==> config.mk <==
export PLATFORM = sky130hd
export DESIGN_NAME = mips_test_harness
export DESIGN_NICKNAME = d
export VERILOG_FILES = /design/src/rtl/mips_test_harness.sv
export SDC_FILE = /design/constraint.sdc
export NUM_CORES = 1
export LEC_CHECK = 0
export CORE_MARGIN = 2
export CORE_UTILIZATION = 42
export CTS_BUF_LIST = sky130_fd_sc_hd__clkbuf_4
export DETAILED_ROUTE_END_ITERATION = 10
export PLACE_DENSITY = 0.83
export SYNTH_ARGS = -nofsm -noshare
export SYNTH_HDL_FRONTEND = slang
export SYNTH_SLANG_ARGS = --single-unit
==> constraint.sdc <==
create_clock -name clk_CPU -period 2.6 [get_ports clk_CPU]
set_input_delay 0.26 -clock clk_CPU [delete_from_list [all_inputs] [get_ports clk_CPU]]
set_output_delay 0.26 -clock clk_CPU [all_outputs]
set_load 0.01 [all_outputs]
==> src/rtl/mips_test_harness.sv <==
// Load-and-run harness for the MIPS core: streams a program into instruction
// memory, releases the core, then reports pass/fail/timeout on halt.
module mips_test_harness #(
  parameter int DATA_W    = 32,
  parameter int ADDR_W    = 10,
  parameter int N_WORDS   = 16,
  parameter int BYTE_ADDR = 1,
  parameter int TIMEOUT   = 1024,
  parameter int CNT_W     = $clog2(TIMEOUT + 1)
) (
  input  logic              clk_CPU,
  input  logic              rst,
  input  logic              start,
  input  logic              prog_valid,
  input  logic [DATA_W-1:0] prog_data,
  output logic              prog_ready,
  output logic              im_we,
  output logic [ADDR_W-1:0] im_addr,
  output logic [DATA_W-1:0] im_wdata,
  output logic              cpu_rst,
  input  logic              halt,
  input  logic [DATA_W-1:0] resultado,
  input  logic [DATA_W-1:0] expected,
  output logic [CNT_W-1:0]  cycles,
  output logic              done,
  output logic              pass,
  output logic              fail,
  output logic              timeout
);

  localparam int K_W = ADDR_W + 1;

  typedef enum logic [2:0] {
    IDLE, LOAD, RUN, ST_PASS, ST_FAIL, ST_TMO
  } state_t;

  state_t             state, state_n;
  logic [K_W-1:0]     k, k_n;
  logic [ADDR_W-1:0]  kw, addr_n;
  logic [DATA_W-1:0]  wdata_n;
  logic [CNT_W-1:0]   cyc_n;
  logic               we_n, done_n, pass_n, fail_n, tmo_n;
  logic               hs, k_full;

  assign k_full     = (k >= K_W'(N_WORDS));
  assign prog_ready = (state == LOAD) && !k_full;
  assign hs         = prog_valid && prog_ready;
  assign kw         = k[ADDR_W-1:0];

  always_comb begin
    state_n = state;
    k_n     = k;
    we_n    = 1'b0;
    addr_n  = im_addr;
    wdata_n = im_wdata;
    cyc_n   = cycles;
    done_n  = done;
    pass_n  = pass;
    fail_n  = fail;
    tmo_n   = timeout;
    unique case (state)
      IDLE, ST_PASS, ST_FAIL, ST_TMO: begin
        if (start) begin
          state_n = LOAD;
          k_n     = '0;
          cyc_n   = '0;
          done_n  = 1'b0;
          pass_n  = 1'b0;
          fail_n  = 1'b0;
          tmo_n   = 1'b0;
        end
      end
      LOAD: begin
        if (hs) begin
          we_n    = 1'b1;
          addr_n  = (BYTE_ADDR != 0) ? (kw << 2) : kw;
          wdata_n = prog_data;
          k_n     = k + K_W'(1);
        end else if (k_full) begin
          // Last write was issued last cycle; release the core now.
          state_n = RUN;
        end
      end
      RUN: begin
        if (halt) begin
          done_n  = 1'b1;
          if (resultado == expected) begin
            pass_n  = 1'b1;
            state_n = ST_PASS;
          end else begin
            fail_n  = 1'b1;
            state_n = ST_FAIL;
          end
        end else if (cycles == CNT_W'(TIMEOUT - 1)) begin
          done_n  = 1'b1;
          tmo_n   = 1'b1;
          state_n = ST_TMO;
        end else begin
          cyc_n = cycles + CNT_W'(1);
        end
      end
      default: state_n = IDLE;
    endcase
  end

  always_ff @(posedge clk_CPU or posedge rst) begin
    if (rst) begin
      state    <= IDLE;
      k        <= '0;
      im_we    <= 1'b0;
      im_addr  <= '0;
      im_wdata <= '0;
      cpu_rst  <= 1'b1;
      cycles   <= '0;
      done     <= 1'b0;
      pass     <= 1'b0;
      fail     <= 1'b0;
      timeout  <= 1'b0;
    end else begin
      state    <= state_n;
      k        <= k_n;
      im_we    <= we_n;
      im_addr  <= addr_n;
      im_wdata <= wdata_n;
      cpu_rst  <= (state_n != RUN);
      cycles   <= cyc_n;
      done     <= done_n;
      pass     <= pass_n;
      fail     <= fail_n;
      timeout  <= tmo_n;
    end
  end

endmodule

Yosys cells after proc, flatten, opt, wreduce, memory -nomap -nowiden

Cells that the tools add are included.

Flip-flop bits (word level): 71
Input bits: 101
Output and inout bits: 60
Logic and storage cells: 72

Add/subtract/negate cells: 2
Magnitude comparators: 1
Eq/ne operators: 17
Muxes and demuxes: 27
Reductions and logical operators: 14

Operator list:

| kind                                                                                  | number |
|---|---|
| 11-bit two-way mux                                                                    | 4 |
| 11-bit case mux with 2 select lines                                                   | 2 |
| 32-bit equality test                                                                  | 1 |
| 11-bit by 1-bit adder with 11-bit output (second input constant)                      | 2 |
| 3-bit two-way mux                                                                     | 6 |
| 2-bit != test (second input constant)                                                 | 8 |
| 4-bit AND reduction                                                                   | 4 |
| 11-bit by 10-bit equality test with 1-bit output (second input constant)              | 1 |
| 11-bit by 5-bit greater-or-equal comparator with 1-bit output (second input constant) | 1 |
| 1-bit two-way mux                                                                     | 10 |
| 3-bit case mux with 3 select lines                                                    | 1 |
| 1-bit case mux with 2 select lines                                                    | 4 |
| 3-bit by 2-bit equality test with 1-bit output (second input constant)                | 2 |
| 3-bit equality test (second input constant)                                           | 2 |
| 3-bit AND reduction                                                                   | 2 |
| 2-bit nonzero test                                                                    | 2 |
| 4-bit OR reduction                                                                    | 1 |
| 3-bit by 1-bit equality test with 1-bit output (second input constant)                | 1 |
| 3-bit logical NOT                                                                     | 1 |
| 3-bit by 2-bit != test with 1-bit output (second input constant)                      | 1 |
| 3-bit != test (second input constant)                                                 | 1 |
| 1-bit logical AND                                                                     | 2 |
| 2-bit AND reduction                                                                   | 1 |
| 1-bit logical NOT                                                                     | 1 |

Depth between registers and ports, before layout

Word-level depth: 7
Depth in mapped cells: 7
Gate-level depth less buffers: 7

Worst setup path after synthesis

No wires, ideal clock.

Path type: reg-to-reg
Start point: register k[7]
End point: register k[3]
Setup time: 130 ps
Data arrival time: 1677 ps
Required time: 2470 ps
Setup slack: 793 ps
Cell stages (with the launch flop): 8
Path buffers: 0
Clock period less this slack: 1807 ps
Cells stage by stage: dfrtp_1 > or4_4 > nor3_4 > nand2_2 > inv_2 > nand4_1 > xor2_1 > nor2_2

Word-level cells in the longest chain between the ends: 6

RTL lines:

| what                                                          | RTL line | text |
|---|---|---|
| start, declared                                               | 38       | `logic [K_W-1:0] k, k_n;` |
| start signal, assigned                                        | 121      | `k <= k_n;` |
| 11-bit by 5-bit greater-or-equal comparator with 1-bit output | 45       | `assign k_full = (k >= K_W'(N_WORDS));` |
| 1-bit logical NOT                                             | 46       | `assign prog_ready = (state == LOAD) && !k_full;` |
| 1-bit logical AND                                             | 46       |  |
| net prog_ready                                                | 16       | `output logic prog_ready,` |
| 1-bit logical AND                                             | 47       | `assign hs = prog_valid && prog_ready;` |
| 2-bit != test (no line)                                       | n/a      |  |
| 3-bit AND reduction (no line)                                 | n/a      |  |

The timed path passes the listed nets, and every way through them passes these cells.
A chain may end at the register's enable or synchronous reset.

Worst setup path after layout

Start point: register k[7]
End point: output port prog_ready

Word-level cells in the longest chain between the ends: 3

RTL lines:

| what                                                          | RTL line |
|---|---|
| 11-bit by 5-bit greater-or-equal comparator with 1-bit output | 45 |
| 1-bit logical NOT                                             | 46 |
| 1-bit logical AND                                             | 46 |
| end, declared                                                 | 16 |

Every way passes these cells.

==> summary.txt <==
max-slew violation count: 0
type of element launching the critical path: flop
detailed router's first-iteration violation count: 96
HPWL after detailed placement: 6360 um
final setup violating endpoints: 0
cell with the largest stage delay on the worst path: clkdlybuf4s50_1
fraction of synthesis flops using an asynchronous set or reset pin: 100%
synth top area cells: dfrtp_1, nand2_1, xor2_1, nor4_1, xnor2_1
Final Hold Violating Endpoints: 0
first-pass GRT wire length: 13,300 um
number of hold buffers added after cts: 0
worst-skew pair later-pin latency: 0.39 ns
Bufs and invs on worst path: 1
Core Rows: 32
largest clock skew in the final design: 0.0124 ns
clock-pin slew of the registers on the worst-case setup and hold paths: 0.11 ns
commonest cells after routing, fill and taps aside: clkdlybuf4s50_1, nand2_1, dfrtp_1, xor2_1, nor2_1
class of the most critical hold timing path: input port to async pin
worst vdd rail ir drop: 0.245 mV
number of flip-flops and latches in the synthesized netlist: 71
IO Pins: 161
biggest fanout along the worst timing path: 3
Arr. time, crit path: 2.19 ns
global router's overall resource usage: 19.9%
Die Ht: 92.3 um
critical path start-end classification: flop to output pin
number of distinct standard cells referenced by the synthesized netlist: 43
via count of the first global-routing pass: 3,002
sum of internal, switching and leakage power: 3.62 mW
starting utilization of the core area: 42.8%
fraction of layout cells with a size suffix above 1: 5.92%
synthesized cell area: 3270 um^2
Post-synth EDFFs: 0
final routed DRC violation total: 0
RSZ-0062 raised after global routing: no
portion of the post-synthesis area used by sequential elements: 54.3%
slew at the pin closest to its max-slew limit: 0.583 ns
endpoint of the most critical register-to-register path: state[0]
final critical-path share of the clock period: 94.1%
Max-Cap Viols: 0
largest net degree at the start of global routing: 41
sink count of the clock tree: 71
total global routing overflow: 0
clock root buffer master: clkbuf_4
number of clock buffers inserted by TritonCTS: 9
maximum frequency from static timing analysis: 0.409 GHz
number of nets with antenna violations after routing: 0
required time of the critical path: 2.34 ns
horizontal die dimension: 92.3 um
top cell family by delay on the critical path: simple AND/OR/NAND/NOR gates
library cell with the largest summed area after synthesis: dfrtp_1
Final GP Congestion: 0.775
status: completed
buffer levels on the longest clock path: 2
WL/cell: 13.4 um
sum of negative setup slack: 0 ns
slowest cell delay on critical path: 0.62 ns
Mapped Cells: 342
depth of the CTS H-tree: 3
critical path, cell by cell: or4_4, nor3_4, clkdlybuf4s50_1
kind of end point of the critical path: output pin
number of vias per cell: 4.80
warnings from Yosys: 0
number of optimization iterations in the first detailed-route pass: 4
clock tree from TritonCTS: built
leakage dissipation: 2.31 nW
post-cts repair resize count: 0
full die area: 8520 um^2
R2R cell count: 7
diode insertion count for antenna repair: 0
source of the worst register-to-register timing path: cycles[0]
post-route minimum period: 2.45 ns
count of input and output buffers: 158
core region area: 7650 um^2
wire length reported by the detailed router: 8170 um
Final nets: 608
power density relative to cell area: 710 nW/um^2
Worst slew margin: 60.8%
layout overhead on the synthesized area: 55.8%
area share of the leading cell type in the synthesized netlist: 53.5%
register-to-register path setup slack: 0.44 ns
antenna violations before repair: 0
post-CTS setup buffer count: 0
most frequent standard cell in the layout excluding fill and tap cells: clkdlybuf4s50_1
syn avg cell area: 9.57 um^2
Post-synth top flop: dfrtp_1
total number of vias: 2,926
==> worst max path at each step <==
stage,from,endpoint,cells past startpoint
6_report,k[7],prog_ready,3
5_1_grt,k[7],prog_ready,3
4_1_cts,k[7],prog_ready,3
3_5_place_dp,expected[29],fail,6
3_3_place_gp,expected[26],fail,6
2_1_floorplan,rst,cycles[0],1
==> Yosys cell counts (all sizes together), types with 3 or more instances <==
| library cell | n |
|---|---|
| nor3 | 5 |
| nor2b | 4 |
| nor4 | 11 |
| inv | 9 |
| buf | 8 |
| and2 | 6 |
| xnor2 | 7 |
| clkbuf | 5 |
| dfrtp | 70 |
| nand4 | 5 |
| o21ai | 7 |
| nand3 | 9 |
| nand2 | 114 |
| xor2 | 34 |
| nor2 | 17 |
| a21oi | 3 |
| ha | 3 |
==> layout make-up <==
| type | instances | area [um^2] |
|---|---|---|
| fill | 612 | 2550 |
| sequential | 71 | 1780 |
| tap | 102 | 128 |
| timing repair buffer | 163 | 1620 |
| clock inverter | 5 | 75.1 |
| inverter | 9 | 33.8 |
| multi-input combinational | 250 | 1400 |
| clock buffer | 9 | 67.6 |
==> per-layer routing <==
layer | track usage (%) | wire, um | up-vias | part of all wire (%)
met5 | 0 | 0 | - | 0
met2 | 34.4 | 3860 | 151 | 47
met1 | 23.4 | 3430 | 1337 | 42
met3 | 6.08 | 777 | 8 | 9.5
li1 | - | - | 1430 | -
met4 | 7.09 | 95 | 0 | 1.2
==> report_power, final <==
part           switching, mW  internal, mW
combinational          0.633         0.741
sequential             0.152          1.37
clock                  0.353         0.374
==> state kept, by name (all words and copies together) (netlist names) <==
name	flops
im_wdata	32
timeout	1
done	1
im_addr	8
cycles	11
k	11
fail	1
cpu_rst	1
pass	1
im_we	1
state	3
==> metrics by stage <==
| stage | worst slack (ns) | util [%] | area [um^2] | hold WS (ns) | std cells |
|---|---|---|---|---|---|
| finish | 0.152 | 66.7 | 5100 | 0.186 | 609 |
| global route | 0.0326 | 66.7 | 5100 | 0.207 | 609 |
| CTS | 0.116 | 66.7 | 5100 | 0.176 | 609 |
| detailed placement | 0.468 | 64.8 | 4960 | 0.461 | 595 |
| global placement | 0.490 | 64.8 | 4960 | 0.456 | 595 |
| floorplan | 0.545 | - | 3280 | 0.353 | 343 |
==> kinds of logic after synthesis <==
group | Yosys count | share of synthesized area [%]
compound gates | 19 | 3.94
xor+xnor | 41 | 11.0
fa+ha+maj | 3 | 1.15
buf+inv | 22 | 3.02
flops | 71 | 54.3
mux | 2 | 0.650
other cells | 1 | 0.115
simple gates | 183 | 25.8
No activity file was read; power rests on OpenSTA's default activity.
